### src/rtl/mmio_uart_rx.sv
// mmio_uart_rx: memory-mapped UART receiver.
// Oversamples the asynchronous rx line, deframes 8N1 bytes into a small FIFO and exposes the
// FIFO head and a status word to MEM-stage loads.
// Ports:
//   clk          system clock
//   rst          synchronous, active-high reset
//   uart_rx_wire asynchronous serial input, idles high
//   mem_addr     MEM-stage effective address
//   mem_read_en  MEM-stage load strobe, one cycle per load
//   mmio_hit     mem_addr decodes to one of this block's registers (combinational)
//   rdata        load data (combinational)
//   rx_irq       registered; high while the FIFO is non-empty or a sticky error is set
// Status word: {28'b0, ferr, ovr, full, ~empty}; reading it clears ferr and ovr.
module mmio_uart_rx #(
  parameter int unsigned     XLEN         = 32,
  parameter int unsigned     CLKS_PER_BIT = 434,
  parameter int unsigned     FIFO_DEPTH   = 8,
  parameter logic [XLEN-1:0] RX_DATA_ADDR = XLEN'(32'h8000_0008),
  parameter logic [XLEN-1:0] RX_STAT_ADDR = XLEN'(32'h8000_000C)
) (
  input  logic            clk,
  input  logic            rst,
  input  logic            uart_rx_wire,
  input  logic [XLEN-1:0] mem_addr,
  input  logic            mem_read_en,
  output logic            mmio_hit,
  output logic [XLEN-1:0] rdata,
  output logic            rx_irq
);

  localparam int unsigned     CntW      = $clog2(CLKS_PER_BIT);
  localparam int unsigned     PtrW      = $clog2(FIFO_DEPTH);
  localparam logic [CntW-1:0] HalfLast  = CntW'(CLKS_PER_BIT / 2 - 1);
  localparam logic [CntW-1:0] BitLast   = CntW'(CLKS_PER_BIT - 1);
  localparam logic [PtrW:0]   CountFull = (PtrW + 1)'(FIFO_DEPTH);

  typedef enum logic [1:0] {StIdle, StStart, StData, StStop} state_e;

  state_e          state_q, state_d;
  logic            rx_meta_q, rx_s_q;
  logic [CntW-1:0] cnt_q, cnt_d;
  logic [2:0]      bit_idx_q, bit_idx_d;
  logic [7:0]      shreg_q, shreg_d;
  // Cleared by a framing error so a held-low line (break) cannot restart a frame until it
  // has returned high.
  logic            armed_q, armed_d;
  logic [PtrW-1:0] wr_ptr_q, wr_ptr_d, rd_ptr_q, rd_ptr_d;
  logic [PtrW:0]   count_q, count_d;
  logic            ovr_q, ovr_d, ferr_q, ferr_d, rx_irq_d;
  logic [7:0]      fifo_q [FIFO_DEPTH];

  logic push_req, ferr_evt, push, pop, ovr_set, stat_clr;
  logic data_sel, stat_sel, empty, full;

  // Receive FSM.
  always_comb begin
    state_d   = state_q;
    cnt_d     = cnt_q + 1'b1;
    bit_idx_d = bit_idx_q;
    shreg_d   = shreg_q;
    armed_d   = armed_q;
    push_req  = 1'b0;
    ferr_evt  = 1'b0;
    unique case (state_q)
      StIdle: begin
        cnt_d = '0;
        if (rx_s_q) begin
          armed_d = 1'b1;
        end else if (armed_q) begin
          state_d = StStart;
        end
      end
      StStart: begin
        if (cnt_q == HalfLast) begin
          cnt_d = '0;
          if (rx_s_q) begin
            state_d = StIdle;  // glitch
          end else begin
            state_d   = StData;
            bit_idx_d = '0;
          end
        end
      end
      StData: begin
        if (cnt_q == BitLast) begin
          cnt_d     = '0;
          shreg_d   = {rx_s_q, shreg_q[7:1]};
          bit_idx_d = bit_idx_q + 3'd1;
          if (bit_idx_q == 3'd7) state_d = StStop;
        end
      end
      StStop: begin
        if (cnt_q == BitLast) begin
          cnt_d   = '0;
          state_d = StIdle;
          if (rx_s_q) begin
            push_req = 1'b1;
          end else begin
            ferr_evt = 1'b1;
            armed_d  = 1'b0;
          end
        end
      end
      default: state_d = StIdle;
    endcase
  end

  // FIFO, sticky errors and bus decode.
  always_comb begin
    data_sel = (mem_addr == RX_DATA_ADDR);
    stat_sel = (mem_addr == RX_STAT_ADDR);
    mmio_hit = data_sel | stat_sel;
    empty    = (count_q == '0);
    full     = (count_q == CountFull);
    pop      = mem_read_en & data_sel & ~empty;
    // A pop on the same edge frees the slot the push lands in.
    push     = push_req & (~full | pop);
    ovr_set  = push_req & full & ~pop;
    stat_clr = mem_read_en & stat_sel;

    wr_ptr_d = push ? wr_ptr_q + 1'b1 : wr_ptr_q;
    rd_ptr_d = pop ? rd_ptr_q + 1'b1 : rd_ptr_q;
    count_d  = count_q;
    if (push && !pop) count_d = count_q + 1'b1;
    if (pop && !push) count_d = count_q - 1'b1;

    // Set wins over clear.
    ovr_d    = (ovr_q & ~stat_clr) | ovr_set;
    ferr_d   = (ferr_q & ~stat_clr) | ferr_evt;
    rx_irq_d = (count_d != '0) | ovr_d | ferr_d;

    rdata = '0;
    if (data_sel && !empty) begin
      rdata = XLEN'(fifo_q[rd_ptr_q]);
    end else if (stat_sel) begin
      rdata = XLEN'({ferr_q, ovr_q, full, ~empty});
    end
  end

  always_ff @(posedge clk) begin
    if (rst) begin
      rx_meta_q <= 1'b1;
      rx_s_q    <= 1'b1;
      state_q   <= StIdle;
      cnt_q     <= '0;
      bit_idx_q <= '0;
      shreg_q   <= '0;
      armed_q   <= 1'b1;
      wr_ptr_q  <= '0;
      rd_ptr_q  <= '0;
      count_q   <= '0;
      ovr_q     <= 1'b0;
      ferr_q    <= 1'b0;
      rx_irq    <= 1'b0;
    end else begin
      rx_meta_q <= uart_rx_wire;
      rx_s_q    <= rx_meta_q;
      state_q   <= state_d;
      cnt_q     <= cnt_d;
      bit_idx_q <= bit_idx_d;
      shreg_q   <= shreg_d;
      armed_q   <= armed_d;
      wr_ptr_q  <= wr_ptr_d;
      rd_ptr_q  <= rd_ptr_d;
      count_q   <= count_d;
      ovr_q     <= ovr_d;
      ferr_q    <= ferr_d;
      rx_irq    <= rx_irq_d;
    end
  end

  // Storage needs no reset; occupancy is tracked by count_q.
  always_ff @(posedge clk) begin
    if (!rst && push) fifo_q[wr_ptr_q] <= shreg_q;
  end

endmodule
### config.mk
export PLATFORM = sky130hd
export DESIGN_NAME = mmio_uart_rx
export DESIGN_NICKNAME = d
export VERILOG_FILES = /design/src/rtl/mmio_uart_rx.sv
export SDC_FILE = /design/constraint.sdc
export NUM_CORES = 1
export LEC_CHECK = 0
export BUFFER_PORTS_ARGS = -buffer_cell sky130_fd_sc_hd__buf_2
export CAP_MARGIN = 20
export CORE_AREA = 3 3 103 105
export CTS_CLUSTER_DIAMETER = 80
export CTS_CLUSTER_SIZE = 20
export DETAILED_ROUTE_END_ITERATION = 10
export DIE_AREA = 0 0 106 108
export MAX_ROUTING_LAYER = met4
export PLACE_DENSITY = 0.83
export SYNTH_ARGS = -nofsm -noshare
export SYNTH_HDL_FRONTEND = slang
export SYNTH_SLANG_ARGS = --single-unit
### constraint.sdc
create_clock -name clk -period 2.9 [get_ports clk]
set_clock_uncertainty 0.15 [all_clocks]
set_input_delay 0.435 -clock clk [delete_from_list [all_inputs] [get_ports clk]]
set_output_delay 0.435 -clock clk [all_outputs]
set_load 0.02 [all_outputs]
==> impl_summary.txt <==
----------------------------------------------------
[STA]
  Relative slew slack ... 63.8%
  Achievable clock frequency ... 365 MHz
  Pin slew with the least headroom to its limit ... between 0.5 and 0.6 ns
  Share of the cycle needed by the critical path after routing ... a little over nine tenths
  Number of max-slew violations in the final report ... 0
  Final critical path time including I/O delays and setup ... 2.74 ns
  Setup total negative slack ... 0 ns
  Fin worst setup slack ... 0.159 ns
  Hold violation count in the final report ... 0
  Setup violation total in the final timing report ... 0
  Setup repair after global routing missed its margin ... false

[Place]
  Setup Slack @ Placement ... 0.0464 ns
  Count of input and output buffers ... 45
  Post-place instance area ... 5130 um2
  Gp weighted congestion ... 0.835
  Half-perimeter wire length after detailed placement ... between 6 and 7 mm

[Setup path]
  Minimum setup slack among reg-to-reg paths ... between 0.2 and 0.3 ns
  Launch instance of the worst register-to-register path ... count_q[0]$_SDFF_PP0_
  Crit Path Max Fanout ... 7
  Sort of element at the end of the critical path ... primary output
  Reg-to-reg endpoint ... fifo_q[1][2]$_DFFE_PP_
  Crit path arrival time ... 2.16 ns
  Worst r2r path cells ... 10
  Crit Path Category ... register to primary output
  Data required, critical path ... 2.32 ns
  Critical Path Start Type ... register

[Route]
  Detailed-route via count ... 3018
  Post-DR wirelength/cell ... roughly 16 um
  Detailed router's first-iteration violation count ... approximately 150
  Number of nets with antenna violations after routing ... 0
  Number of search-and-repair iterations in the first detailed-routing pass ... 4
  Final Routed Wirelength ... 8.95 mm
  Drt via density ... 5.31
  DRC violations left ... 0

[Final layout]
  Top library cells by usage in the layout, fill and taps aside ... edfxtp_1, nor2_1, buf_2
  Fill cells ... just under 800
  Area growth syn-to-layout ... 11.1%
  Register cell area after layout ... 2750 um2
  Post-route cell area ... 5360 um2
  Total Nets Final ... 475
  Share of final-layout standard cells stronger than drive strength 1 ... 27.4%
  Commonest non-fill, non-tap cell in the layout ... edfxtp_1
  Inserted Diodes ... 0
  Area taken by multi-input logic gates ... 1860 um2

[Synthesis]
  Mapped Cells ... 377
  Sequential share of the synthesized area ... 56.9%
  Post-synth top area cell ... edfxtp_1
  Number of synthesis warnings ... 0
  Share of async-settable or async-resettable flops after synthesis ... 0%
  Count of cell types in the netlist ... 66
  Synth Cell Area ... 4820 um2
  Avg Cell Area, Syn ... ~13 um2
  Largest cells by area after synthesis ... edfxtp_1, dfxtp_1, mux4_2
  Number of enable-type register cells in the synthesized netlist ... between 60 and 70
  Register bit count reported by yosys ... 105
  Fraction of synthesized cell area taken by the top area cell type ... 39.9%
  Leading register cell type out of synthesis ... edfxtp_1

[Power and ir drop]
  Worst-case vdd ir drop ... 0.241 mV
  Total leakage power ... between 0.0015 and 0.002 uW
  Overall Power ... 2570 uW
  Pwr Density ... 479 nW/um2

[Status]
  Outcome ... finished, final reports clean

[Floorplanning]
  Area of the core ... 9730 um2
  Starting Density ... between 40% and 50%
  Chip width ... 106 um
  Number of top-level pins ... 70
  Total Die Area ... 11400 um2
  Site Rows ... 36
  Die Y-Extent ... around 110 um

[Clock tree]
  Number of buffers inserted by post-CTS setup repair ... 0
  Number of sinks on the clock net ... 105
  Maximum level of the CTS H-tree ... 3
  Clock latency at the later pin of the worst-skew pair ... roughly 0.35 ns
  Total of hold buffers inserted after clock tree synthesis ... 0
  Clock buffers created by TritonCTS ... 9
  Clock tree from TritonCTS ... built
  Maximum clock path buffer count ... 2
  CTS Root Cell ... clkbuf_8
  Clock slew at reported path FFs ... 0.10 ns

[Hold path]
  Classification of the worst-slack hold path ... primary input to register
  HP Start ... uart_rx_wire
  Hold worst-path end ... rx_meta_q$_SDFF_PP1_
  Worst hold stages ... 2

[Global routing]
  Maximum number of pins on one net before global-route repair ... 21
  Number of antenna violations at the first check in global routing ... 0
  Gr usage total ... 16.7%
  Via count of the first global-routing pass ... 2966
  GRT Residual Overflow ... 0
  Wire length of the first global-routing pass ... 14.4 mm

[Job]
  Max-cap violations ... 0

----------------------------------------------------
[how the worst max path moves through the flow]
stage	from	endpoint	slack, ns
global placement	mem_addr[20]	rdata[2]	0.11
finish	count_q[0]$_SDFF_PP0_	rdata[2]	0.16
global route	count_q[0]$_SDFF_PP0_	rdata[4]	0.02
detailed placement	mem_addr[20]	rdata[2]	0.05
CTS	count_q[1]$_SDFF_PP0_	rdata[2]	0.05
floorplan	count_q[0]$_SDFF_PP0_	fifo_q[1][0]$_DFFE_PP_	0.02
[state kept, by name, summed over array words and instances (netlist names), named ones only]
name,count
armed_q,1
bit_idx_q,3
cnt_q,9
count_q,4
ferr_q,1
fifo_q,64
ovr_q,1
rd_ptr_q,3
rx_irq,1
rx_meta_q,1
rx_s_q,1
shreg_q,8
state_q,1
wr_ptr_q,3
[cell families after synthesis]
family                     share of synthesized area [%]
xor gates and xnor gates                            1.97
muxes                                               10.8
AOI/OAI and AO/OA                                   5.77
adders and majority gates                           2.34
DFF                                                 56.9
other                                             0.0778
buffers and inverters                               6.54
and+or+nand+nor                                     15.6
[stage by stage]
step	hold slack, ns	std cells	util [%]
2_1_floorplan	0.239	400	-
4_1_cts	0.0887	568	54.8
3_3_place_gp	0.242	552	52.7
6_report	0.108	568	55.0
5_1_grt	0.100	568	55.0
3_5_place_dp	0.259	552	52.7
[synthesized netlist by cell type (all sizes together), types with 2 or more instances]
cell,count
or3,3
buf,36
o22ai,2
o21ai,2
nor4b,3
dfxtp,41
nor2,44
nand2,16
a32oi,3
xor2,9
nand3b,2
nand2b,4
nor3,7
a21oi,15
inv,9
nor3b,4
ha,9
mux4,16
or2,5
and3,5
mux2i,16
and4,3
nand4b,2
a21o,2
edfxtp,64
nand4,4
a41o,2
clkbuf,5
nand3,12
nor4,13
[where the power goes]
group | internal (uW) | total (uW) | switching, uW
registers | 1570 | 1570 | 5.28
logic | 34.6 | 102 | 67.8
clock network | 425 | 893 | 468
total | 2030 | 2570 | 541
[per-layer routing]
layer	routed length (um)	GRT usage, %	share of wire (%)
met2	4680	30.1	52
met5	0	-	0
met1	3660	17.9	41
met3	510	3.46	5.7
met4	99	6.75	1.1
[critical path, stage by stage (launching register included)]
cell and delay [ns]:
dfxtp_4 0.39, inv_1 0.06, ha_2 0.21, nor3b_2 0.19
or3_1 0.34, or2_4 0.32, o22ai_1 0.14, buf_4 0.17
[layout make-up]
| class | count | share of cell area, % |
|---|---|---|
| flip-flops and latches | 105 | 51.3 |
| multi-input cells | 245 | 34.7 |
| repair buffers | 60 | 6.45 |
| well taps | 133 | 3.11 |
| clock buffers | 10 | 2.57 |
| clock inverters | 6 | 1.21 |
| inverters | 9 | 0.631 |
[what timing repair did]
action / in CTS / in global routing
setup endpoints to repair: 6 / 15
pin swaps: 0 / 1
gates cloned: 0 / 0
gates resized for setup: 3 / 8
Power figures use the tool's default switching activity.
